<file path="src/rtl/serial_adder_pkg.sv">
// rtl/serial_adder_pkg.sv - shared state encoding and sizing helpers for serial_adder
package serial_adder_pkg;

  localparam logic [1:0] ST_IDLE = 2'd0;
  localparam logic [1:0] ST_RUN  = 2'd1;
  localparam logic [1:0] ST_FIN  = 2'd2;

  function automatic int calc_ndig(input int width, input int digit);
    return width / digit;
  endfunction

  // Counter must hold 0..NDIG-1 and never collapse to zero bits.
  function automatic int calc_cnt_w(input int ndig);
    if (ndig <= 1) begin
      return 1;
    end
    return $clog2(ndig);
  endfunction

endpackage

</file>
<file path="src/rtl/digit_adder.sv">
// rtl/digit_adder.sv - combinational DIGIT-bit ripple adder built from half-adder pairs
module digit_adder #(
  parameter int DIGIT = 1
) (
  input  logic [DIGIT-1:0] x,
  input  logic [DIGIT-1:0] y,
  input  logic             ci,
  output logic [DIGIT-1:0] s,
  output logic             co
);

  logic [DIGIT:0] w_c;

  assign w_c[0] = ci;

  for (genvar i = 0; i < DIGIT; i++) begin : g_fa
    logic w_h1_s;
    logic w_h1_c;
    logic w_h2_c;

    assign w_h1_s   = x[i] ^ y[i];
    assign w_h1_c   = x[i] & y[i];
    assign s[i]     = w_h1_s ^ w_c[i];
    assign w_h2_c   = w_h1_s & w_c[i];
    assign w_c[i+1] = w_h1_c | w_h2_c;
  end

  assign co = w_c[DIGIT];

endmodule

</file>
<file path="src/rtl/serial_adder.sv">
// rtl/serial_adder.sv - digit-serial WIDTH-bit adder with start/busy/done handshake
module serial_adder
  import serial_adder_pkg::*;
#(
  parameter int WIDTH = 8,
  parameter int DIGIT = 1
) (
  input  logic             clk,
  input  logic             rst_n,
  input  logic             start,
  input  logic [WIDTH-1:0] a,
  input  logic [WIDTH-1:0] b,
  input  logic             cin,
  output logic             busy,
  output logic             done,
  output logic [WIDTH-1:0] sum,
  output logic             cout,
  output logic             overflow
);

  localparam int NDIG = calc_ndig(WIDTH, DIGIT);
  localparam int CW   = calc_cnt_w(NDIG);

  logic [1:0]       r_state;
  logic [WIDTH-1:0] r_a;
  logic [WIDTH-1:0] r_b;
  logic             r_a_msb;
  logic             r_b_msb;
  logic             r_carry;
  logic [CW-1:0]    r_cnt;
  logic [WIDTH-1:0] r_shift;
  logic [WIDTH-1:0] r_sum;
  logic             r_cout;
  logic             r_ovf;
  logic             r_done;
  logic             r_busy;

  logic [DIGIT-1:0] w_dig_s;
  logic             w_dig_co;
  logic [WIDTH-1:0] w_next_shift;
  logic [WIDTH-1:0] w_a_shr;
  logic [WIDTH-1:0] w_b_shr;
  logic             w_last;

  digit_adder #(
    .DIGIT(DIGIT)
  ) u_digit_adder (
    .x  (r_a[DIGIT-1:0]),
    .y  (r_b[DIGIT-1:0]),
    .ci (r_carry),
    .s  (w_dig_s),
    .co (w_dig_co)
  );

  // New digits enter at the MSB end so the LSB digit lands at bit 0 after NDIG shifts.
  if (DIGIT == WIDTH) begin : g_single
    assign w_next_shift = w_dig_s;
    assign w_a_shr      = '0;
    assign w_b_shr      = '0;
  end else begin : g_multi
    assign w_next_shift = {w_dig_s, r_shift[WIDTH-1:DIGIT]};
    assign w_a_shr      = {{DIGIT{1'b0}}, r_a[WIDTH-1:DIGIT]};
    assign w_b_shr      = {{DIGIT{1'b0}}, r_b[WIDTH-1:DIGIT]};
  end

  assign w_last = (r_cnt == CW'(NDIG - 1));

  always_ff @(posedge clk or negedge rst_n) begin
    if (!rst_n) begin
      r_state <= ST_IDLE;
      r_a     <= '0;
      r_b     <= '0;
      r_a_msb <= 1'b0;
      r_b_msb <= 1'b0;
      r_carry <= 1'b0;
      r_cnt   <= '0;
      r_shift <= '0;
      r_sum   <= '0;
      r_cout  <= 1'b0;
      r_ovf   <= 1'b0;
      r_done  <= 1'b0;
      r_busy  <= 1'b0;
    end else begin
      r_done <= 1'b0;
      case (r_state)
        ST_RUN: begin
          r_a     <= w_a_shr;
          r_b     <= w_b_shr;
          r_carry <= w_dig_co;
          r_shift <= w_next_shift;
          r_cnt   <= r_cnt + CW'(1);
          if (w_last) begin
            r_sum   <= w_next_shift;
            r_cout  <= w_dig_co;
            r_ovf   <= (r_a_msb == r_b_msb) && (w_next_shift[WIDTH-1] != r_a_msb);
            r_done  <= 1'b1;
            r_busy  <= 1'b0;
            r_state <= ST_FIN;
          end
        end
        // IDLE and FIN accept identically, which gives back-to-back operation.
        default: begin
          if (start) begin
            r_a     <= a;
            r_b     <= b;
            r_a_msb <= a[WIDTH-1];
            r_b_msb <= b[WIDTH-1];
            r_carry <= cin;
            r_cnt   <= '0;
            r_shift <= '0;
            r_busy  <= 1'b1;
            r_state <= ST_RUN;
          end else begin
            r_state <= ST_IDLE;
          end
        end
      endcase
    end
  end

  assign busy     = r_busy;
  assign done     = r_done;
  assign sum      = r_sum;
  assign cout     = r_cout;
  assign overflow = r_ovf;

endmodule

</file>
<file path="config.mk">
export PLATFORM = sky130hd
export DESIGN_NAME = serial_adder
export DESIGN_NICKNAME = d
export VERILOG_FILES = /design/src/rtl/serial_adder_pkg.sv /design/src/rtl/digit_adder.sv /design/src/rtl/serial_adder.sv
export SDC_FILE = /design/constraint.sdc
export NUM_CORES = 1
export LEC_CHECK = 0
export ABC_CLOCK_PERIOD_IN_PS = 3600
export CAP_MARGIN = 20
export CELL_PAD_IN_SITES_DETAIL_PLACEMENT = 0
export CELL_PAD_IN_SITES_GLOBAL_PLACEMENT = 1
export CORE_MARGIN = 4
export CORE_UTILIZATION = 45
export DETAILED_ROUTE_END_ITERATION = 16
export GPL_TIMING_DRIVEN = 1
export MAX_ROUTING_LAYER = met4
export PLACE_DENSITY = 0.86
export SLEW_MARGIN = 25
export SYNTH_ARGS = -nofsm -noshare
export SYNTH_HDL_FRONTEND = slang
export SYNTH_HIERARCHICAL = 1
export SYNTH_SLANG_ARGS = --single-unit
</file>
<file path="constraint.sdc">
create_clock -name clk -period 3.6 [get_ports clk]
set_input_delay 0.72 -clock clk [delete_from_list [all_inputs] [get_ports clk]]
set_output_delay 0.72 -clock clk [all_outputs]
set_load 0.01 [all_outputs]
</file>
==> Word level (Yosys, flattened, before mapping) <==
Index checks and enable logic that the tools add are counted.
W data, S select, Z words.
{ "op_classes": {"add_sub_neg": 1, "n_eq_ne": 5, "n_mux": 18, "n_bitwise": 6, "n_reduce_logical": 5} }
{ "op_table": {"columns": ["op", "count"], "rows": [
  ["$mux W8", 6],
  ["$mux W1", 8],
  ["$mux W3", 2],
  ["$reduce_and A2 Y1", 3],
  ["$mux W2", 2],
  ["$add A3 B1 Y3 const B", 1],
  ["$eq A3 B3 Y1 const B", 1],
  ["$and A1 B1 Y1", 2],
  ["$eq A2 B1 Y1 const B", 1],
  ["$ne A2 B2 Y1 const B", 1],
  ["$reduce_bool A2 Y1", 1],
  ["$xor A1 B1 Y1", 2],
  ["$eq A1 B1 Y1", 1],
  ["$logic_and A1 B1 Y1", 1],
  ["$ne A1 B1 Y1", 1],
  ["$not A1 Y1", 1],
  ["$or A1 B1 Y1", 1]
]} }
{ "totals": {"regBits": 44, "inputBits": 20, "out_inout_bits": 12, "wordCells": 48} }

==> Depth between registers and ports, before layout <==
Gate-level depths: netlist of the first run.
{ "depth": {"depth_word": 4, "ltp_mapped": 6, "depth_no_buf": 5} }

==> Cells and area by module <==
Netlist of the first run, hierarchy kept.
{ "by_module_without_submodules": {"columns": ["mod", "n_inst", "cells_per_inst", "area_each_um2"], "rows": [
  ["serial_adder", 1, 158, 1881.8],
  ["digit_adder", 1, 1, 20.0]
]} }

==> Worst setup path before layout of the first run <==
OpenSTA, ideal clock, no wires.
{ "synth_path": {"path_type": "reg2reg", "startpoint": "register r_b[0]", "endpoint": "register r_ovf (netlist: overflow)", "setup_ps": 127, "arrival_time_ps": 1290, "setup_slack_ps": 2183, "path_stages_with_launch": 5, "n_path_buf": 0, "cell_sequence": "dfrtp_1 fa_1 and3b_1 a21oi_1 o21ai_0"} }
{ "synth_between": {"elab_chain_len": 4} }
{ "synth_lines": {"columns": ["element", "line_no", "source"], "rows": [
  ["from (decl)", "serial_adder.sv:26", "logic [WIDTH-1:0] r_b;"],
  ["from (signal assigned)", "serial_adder.sv:88", "r_b <= w_b_shr;"],
  ["$xor A1 B1 Y1", "digit_adder.sv:21", "assign w_h1_s = x[i] ^ y[i];"],
  ["$xor A1 B1 Y1", "digit_adder.sv:23", "assign s[i] = w_h1_s ^ w_c[i];"],
  ["named net w_dig_s", "serial_adder.sv:38", "logic [DIGIT-1:0] w_dig_s;"],
  ["$ne A1 B1 Y1", "serial_adder.sv:95", "r_ovf <= (r_a_msb == r_b_msb) && (w_next_shift[WIDTH-1] != r_a_msb);"],
  ["$logic_and A1 B1 Y1", "serial_adder.sv:95", null],
  ["to (signal assigned)", "serial_adder.sv:95", null],
  ["to (decl)", "serial_adder.sv:34", "logic r_ovf;"]
]} }
The timed path passes the listed nets, and every way through them passes these cells.
A chain may end at the register's enable or synchronous reset.

==> Final worst setup path of the first run <==
{ "layout_path": {"startpoint": "register r_busy (netlist: busy)", "endpoint": "output busy"} }
{ "layout_lines": {"columns": ["element", "line_no", "source"], "rows": [
  ["from (decl)", "serial_adder.sv:36", "logic r_busy;"],
  ["from (signal assigned)", "serial_adder.sv:82", "r_busy <= 1'b0;"],
  ["from (signal assigned)", "serial_adder.sv:97", "r_busy <= 1'b0;"],
  ["from (signal assigned)", "serial_adder.sv:111", "r_busy <= 1'b1;"],
  ["to (decl)", "serial_adder.sv:14", "output logic busy,"]
]} }
No word-level cell between the ends.

==> out/metrics.yaml, run 1 <==
run_status:
  status: "finished clean"
layout:
  final_common_cell: "dfrtp_1"
  regArea_um2: 1076
  num_antenna_cells: 0
  multiInputGateArea_um2: 729.5
  final_cell_mix: "43 x dfrtp_1, 30 x clkdlybuf4s50_1, 26 x nand2_1, 20 x o21ai_0, 17 x mux2i_1"
  drive_gt1_share_pct: 12.63
  nets: 212
  area_delta_synth_final_pct: 20.07
  nFillCells: 325
floorplanning:
  io_pins: 32
  core_um2: 4058
  die-area_um2: 5330
  die_h_um: 73.01
  start_util_pct: 46.87
  rows: 23
  die_w_um: 73.01
yosys:
  avgSynthCellArea_um2: 11.96
  netlist_area_um2: 1902
  synth_nets: 182
  synth.distinct_cells: 20
  synth.yosys.warnings: 6
  ys_seq_area_share_pct: 56.58
  syn_inst: 159
  ys_ff_latch: 43
timing:
  rsz0062_at_grt: "no"
  tightest_slew_ns: 0.6263
  fmax_mhz: 519.6
  finClkSkew_ns: 0.009705
  hold_viol: 0
  setup_viol: 0
  finalCritPeriodShare_pct: 53.46
  slew_headroom_pct: 58.25
  period_minus_slack_ns: 1.925
  drv_slew: 0
  setup_tns_ns: 0
routing:
  first_pass_iters: 4
  drc: 0
  drt_iter0_markers: 80
  wl_per_cell_um: 13.37
  vias_per_cell: 5.083
  final_antenna_net_count: 0
  drt_wl_total_mm: 3.209
  vias: 1220
critical_path:
  worstSetupPathType: "register to output port"
  crit_arrival_ns: 1.20
  max_stage_delay_ns: 0.54
  path_max_fanout: 2
  crit_path_top_delay_cell: "clkdlybuf4s50_1"
  worst-endpoint-required_ns: 2.88
  worst_setup_path_end_kind: "output port"
  path_delay_family: "buffers and inverters"
  start_kind: "register"
  worstPathCellList: "clkdlybuf4s50_1"
  critPathBufInv: 1
clocking:
  htreeDepth: 2
  path_clk_slew_ns: 0.08
  insertion_delay_ns: 0.29
  clock-sinks: 43
  cts_root_buf: "clkbuf_8"
  cts_tree: "built"
  ctsResizeCount: 0
  post_cts_buffers: 0
  clockBufferDepth: 2
  cts_buffers: 5
  cts_hold_buf: 0
hold_path:
  min_path_type: "input port to asynchronous set/reset pin"
global_route:
  grt_pass1_wl_mm: 5.878
  grt_pass1_vias: 1302
  grt_max_degree: 44
  globalRoute.totalOverflow: 0
  gr-usage-all-layers_pct: 14.78
  antenna_found_initial: 0
run:
  drv_cap: 0
power:
  power_per_cell_area_nw_per_um2: 783.3
  p_total_mw: 1.789
  peakVddDrop_mv: 0.3043
  leakagePower_nw: 1.081
placement:
  post-dp-hpwl_mm: 2.272
  io_buffers: 31
  routabilityCongestion: 0.7383
[cells by family after synthesis]
group                    count (synthesis)  share of synthesized area, %
AO/OA/AOI/OAI                           27                         7.105
flip-flops                              43                         56.58
adder cells (fa/ha/maj)                  3                         2.368
multiplexers                            29                         17.24
AND/OR/NAND/NOR                         45                         11.65
buffers and inverters                   12                         5.066
[registers in the layout (all words and copies together) (netlist names)]
| register | count |
|---|---|
| r_b_msb | 1 |
| r_carry | 1 |
| sum | 8 |
| cout | 1 |
| busy | 1 |
| r_state | 2 |
| done | 1 |
| r_a_msb | 1 |
| r_cnt | 3 |
| overflow | 1 |
| r_a | 8 |
| r_shift | 7 |
| r_b | 8 |
[metrics by stage]
step	util [%]	hold slack (ns)	cell area (µm²)	std cells	setup WS [ns]
floorplan	-	0.4244	1902	159	2.183
global placement	54.12	0.4671	2196	232	1.536
detailed placement	54.12	0.4764	2196	232	1.493
CTS	56.21	0.4929	2281	240	1.654
global route	56.28	0.4408	2283	240	1.613
finish	56.28	0.4007	2283	240	1.675
[final timing paths]
| kind | startpoint | end | slack [ns] | depth (start not counted) |
|---|---|---|---|---|
| setup reg to reg | r_state[1]$_DFFE_PN0P_ | r_cnt[0]$_DFFE_PN0P_ | 1.79 | 4 |
| setup / recovery | busy$_DFFE_PN0P_ | busy | 1.68 | 1 |
| max in group asynchronous | rst_n | r_cnt[1]$_DFFE_PN0P_ | 2.82 | 1 |
| hold reg to reg | overflow$_DFFE_PN0P_ | overflow$_DFFE_PN0P_ | 0.48 | 2 |
| hold / removal | rst_n | sum[4]$_DFFE_PN0P_ | 0.40 | 1 |
| min in group clk | overflow$_DFFE_PN0P_ | overflow$_DFFE_PN0P_ | 0.48 | 2 |
[Yosys cell counts (all sizes together)]
cell | number | area [µm²]
nor2 | 6 | 25.03
nand3b | 1 | 20.02
buf | 10 | 88.83
and3b | 1 | 8.760
and2b | 1 | 7.510
a21oi | 2 | 10.01
inv | 2 | 7.510
mux2 | 12 | 157.7
mux2i | 17 | 170.2
dfrtp | 43 | 1076
nand2 | 26 | 97.59
o21ai | 25 | 125.1
nand2b | 10 | 62.56
fa | 1 | 20.02
ha | 2 | 25.02
[layout make-up]
| type | instances | area share, % |
|---|---|---|
| Clock buffer | 6 | 3.178 |
| Clock inverter | 2 | 0.5479 |
| Inverter | 2 | 0.3288 |
| Multi-Input combinational cell | 104 | 31.95 |
| Sequential cell | 43 | 47.12 |
| Tap cell | 50 | 2.740 |
| Timing Repair Buffer | 33 | 14.14 |
[power breakdown]
| group | internal [mW] | switching (mW) | total (mW) |
|---|---|---|---|
| registers | 0.695 | 0.128 | 0.823 |
| logic | 0.349 | 0.320 | 0.670 |
| clock network | 0.136 | 0.161 | 0.296 |
[per-layer routing]
| layer | GRT usage (%) | vias to the layer above | part of all wire [%] |
|---|---|---|---|
| met1 | 18.60 | 591 | 47 |
| li1 | - | 592 | - |
| met2 | 22.54 | 29 | 47 |
| met4 | 5.738 | 0 | 1.6 |
| met5 | - | - | 0 |
| met3 | 4.132 | 8 | 4.5 |
(Power assumes the default switching activity.)
==> inputs of run 2 (changes only) <==
--- a/config.mk
+++ b/config.mk
@@ -5,16 +5,16 @@
 export SDC_FILE = /design/constraint.sdc
 export NUM_CORES = 1
 export LEC_CHECK = 0
-export ABC_CLOCK_PERIOD_IN_PS = 3600
+export ABC_CLOCK_PERIOD_IN_PS = 1600
 export CAP_MARGIN = 20
 export CELL_PAD_IN_SITES_DETAIL_PLACEMENT = 0
 export CELL_PAD_IN_SITES_GLOBAL_PLACEMENT = 1
 export CORE_MARGIN = 4
-export CORE_UTILIZATION = 45
+export CORE_UTILIZATION = 37
 export DETAILED_ROUTE_END_ITERATION = 16
 export GPL_TIMING_DRIVEN = 1
 export MAX_ROUTING_LAYER = met4
-export PLACE_DENSITY = 0.86
+export PLACE_DENSITY = 0.76
 export SLEW_MARGIN = 25
 export SYNTH_ARGS = -nofsm -noshare
 export SYNTH_HDL_FRONTEND = slang
==> constraint.sdc (replaced) <==
create_clock -name clk -period 1.6 [get_ports clk]
set_input_delay 0.32 -clock clk [delete_from_list [all_inputs] [get_ports clk]]
set_output_delay 0.32 -clock clk [all_outputs]
set_load 0.01 [all_outputs]
==> out/metrics.yaml, run 2 (same netlist as run 1, synthesis figures left out) <==
clocking:
  clockBufferDepth: 2  # unchanged
  cts_hold_buf: 0  # unchanged
  cts_root_buf: "clkbuf_8"
  insertion_delay_ns: 0.29  # about the same
  clock-sinks: 43  # unchanged
  post_cts_buffers: 0  # unchanged
  cts_tree: "built"
  cts_buffers: 5  # unchanged
  ctsResizeCount: 0  # unchanged
  path_clk_slew_ns: 0.08  # about the same
  htreeDepth: 2  # unchanged
layout:
  final_common_cell: "dfrtp_1"
  nFillCells: 436  # +34%
  final_cell_mix: "43 x dfrtp_1, 30 x clkdlybuf4s50_1, 26 x nand2_1, 20 x o21ai_0, 17 x mux2i_1"
  nets: 215  # +1.4%
  num_antenna_cells: 0  # unchanged
  area_delta_synth_final_pct: 23.49
  multiInputGateArea_um2: 729.5  # unchanged
  regArea_um2: 1076  # unchanged
  drive_gt1_share_pct: 14.51  # +1.9 points
routing:
  vias: 1199  # -1.7%
  m1WireLength_mm: 1.572  # +5.2%
  route.met3.wl_um: 152  # +6.3%
  drt_iter0_markers: 48  # -40%
  top_layer: "met4"
  final_antenna_net_count: 0  # unchanged
  first_pass_iters: 3  # -1
  vias_per_cell: 4.612  # -9.3%
  drt_wl_total_mm: 3.133  # -2.4%
  drc: 0  # unchanged
  wl_per_cell_um: 12.05  # -9.9%
  wl_met2_mm: 1.361  # -10%
critical_path:
  crit_path_top_delay_cell: "clkdlybuf4s50_1"
  worstPathCellList: "clkdlybuf4s50_1"
  r2r_start: "r_carry$_DFFE_PN0P_"
  reg2reg_depth: 4  # unchanged
  r2r_slack_ns: 0.11  # -1.68 ns
  crit_arrival_ns: 1.22  # +0.02 ns
  worstSetupPathType: "register to output port"
  worst-endpoint-required_ns: 1.28  # -1.60 ns
  max_stage_delay_ns: 0.56  # +0.02 ns
  critPathBufInv: 1  # unchanged
  worst_setup_path_end_kind: "output port"
  rr_endpoint: "overflow$_DFFE_PN0P_"
  start_kind: "register"
  path_max_fanout: 2  # unchanged
  path_delay_family: "buffers and inverters"
floorplanning:
  die-area_um2: 6351  # +19%
  io_pins: 32  # unchanged
  die_w_um: 79.70  # +9.2%
  rows: 25  # +8.7%
  die_h_um: 79.70  # +9.2%
  core_um2: 4848  # +19%
  start_util_pct: 39.23  # -7.6 points
power:
  peakVddDrop_mv: 0.6951  # +130%
  clkPwrFrac_pct: 15.7  # -0.9 points
  power_switching_mw: 1.371  # +130%
  power_per_cell_area_nw_per_um2: 1752  # +120%
  p_comb_share_pct: 39.1  # +1.7 points
  power_frac_seq_pct: 45.1  # -0.9 points
  internal-power_mw: 2.743  # +130%
  power_switching_share_pct: 33.31  # -0.72 points
  leakagePower_nw: 1.111  # +2.8%
  p_total_mw: 4.114  # +130%
timing:
  setup_tns_ns: 0  # unchanged
  period_minus_slack_ns: 1.542
  finalCritPeriodShare_pct: 96.40
  fmax_mhz: 648.3
  slew_headroom_pct: 64.24  # +6.0 points
  hold_viol: 0  # unchanged
  tightest_slew_ns: 0.5364  # -0.08989 ns
  drv_slew: 0  # unchanged
  setup_viol: 0  # unchanged
  finClkSkew_ns: 0.006066  # -0.003639 ns
  rsz0062_at_grt: "no"
global_route:
  grt_pass1_vias: 1198  # -8.0%
  grt_pass1_wl_mm: 5.306  # -9.7%
  grt_max_degree: 44  # unchanged
  globalRoute.totalOverflow: 0  # unchanged
  gr-usage-all-layers_pct: 11.13  # -3.6 points
  antenna_found_initial: 0  # unchanged
hold_path:
  min_path_type: "input port to asynchronous set/reset pin"
run:
  drv_cap: 0  # unchanged
placement:
  post-dp-hpwl_mm: 2.185  # -3.8%
  routabilityCongestion: 0.7541  # +2.1%
  io_buffers: 31  # unchanged
run_status:
  status: "finished clean"
-- run 2: worst max path at each step --
stage	start	endpoint	slack [ns]	depth (start not counted)
3_5_place_dp	start	r_b_msb$_DFFE_PN0P_	0.04	4
3_3_place_gp	start	r_b_msb$_DFFE_PN0P_	0.07	4
4_1_cts	busy$_DFFE_PN0P_	busy	0.05	1
5_1_grt	r_carry$_DFFE_PN0P_	overflow$_DFFE_PN0P_	0.005	4
2_1_floorplan	r_b[0]$_DFFE_PN0P_	overflow$_DFFE_PN0P_	0.18	4
6_report	busy$_DFFE_PN0P_	busy	0.06	1
-- run 2: power groups by stage --
stage / clock (mW) / sequential, mW / combinational, mW
floorplan: 0 / 1.86 / 1.12
global placement: 0 / 1.85 / 1.56
detailed placement: 0 / 1.88 / 1.60
CTS: 0.682 / 1.86 / 1.60
global route: 0.723 / 1.92 / 1.81
finish: 0.647 / 1.86 / 1.61
-- run 2: area by class of cell --
cell class,instances,share of cell area [%]
Clock inverter,3,0.6393
Clock buffer,5,2.930
Multi-Input combinational cell,104,31.06
Inverter,2,0.3197
Timing Repair Buffer,36,15.66
Sequential cell,43,45.82
Tap cell,67,3.570
-- run 2: metrics by stage --
step	util, %	instance area (µm²)	hold slack (ns)	instances	setup WS (ns)
finish	48.44	2349	0.09425	260	0.05762
global route	48.44	2349	0.1344	260	0.005262
CTS	48.28	2341	0.1096	259	0.04631
detailed placement	46.55	2257	0.4302	251	0.04241
global placement	46.55	2257	0.4169	251	0.07305
floorplan	-	1902	0.02441	159	0.1828
-- run 2: per-layer routing --
layer,vias up,track usage [%]
met3,5,2.822
li1,599,-
met1,566,14.66
met4,0,5.670
met5,-,-
met2,29,15.86
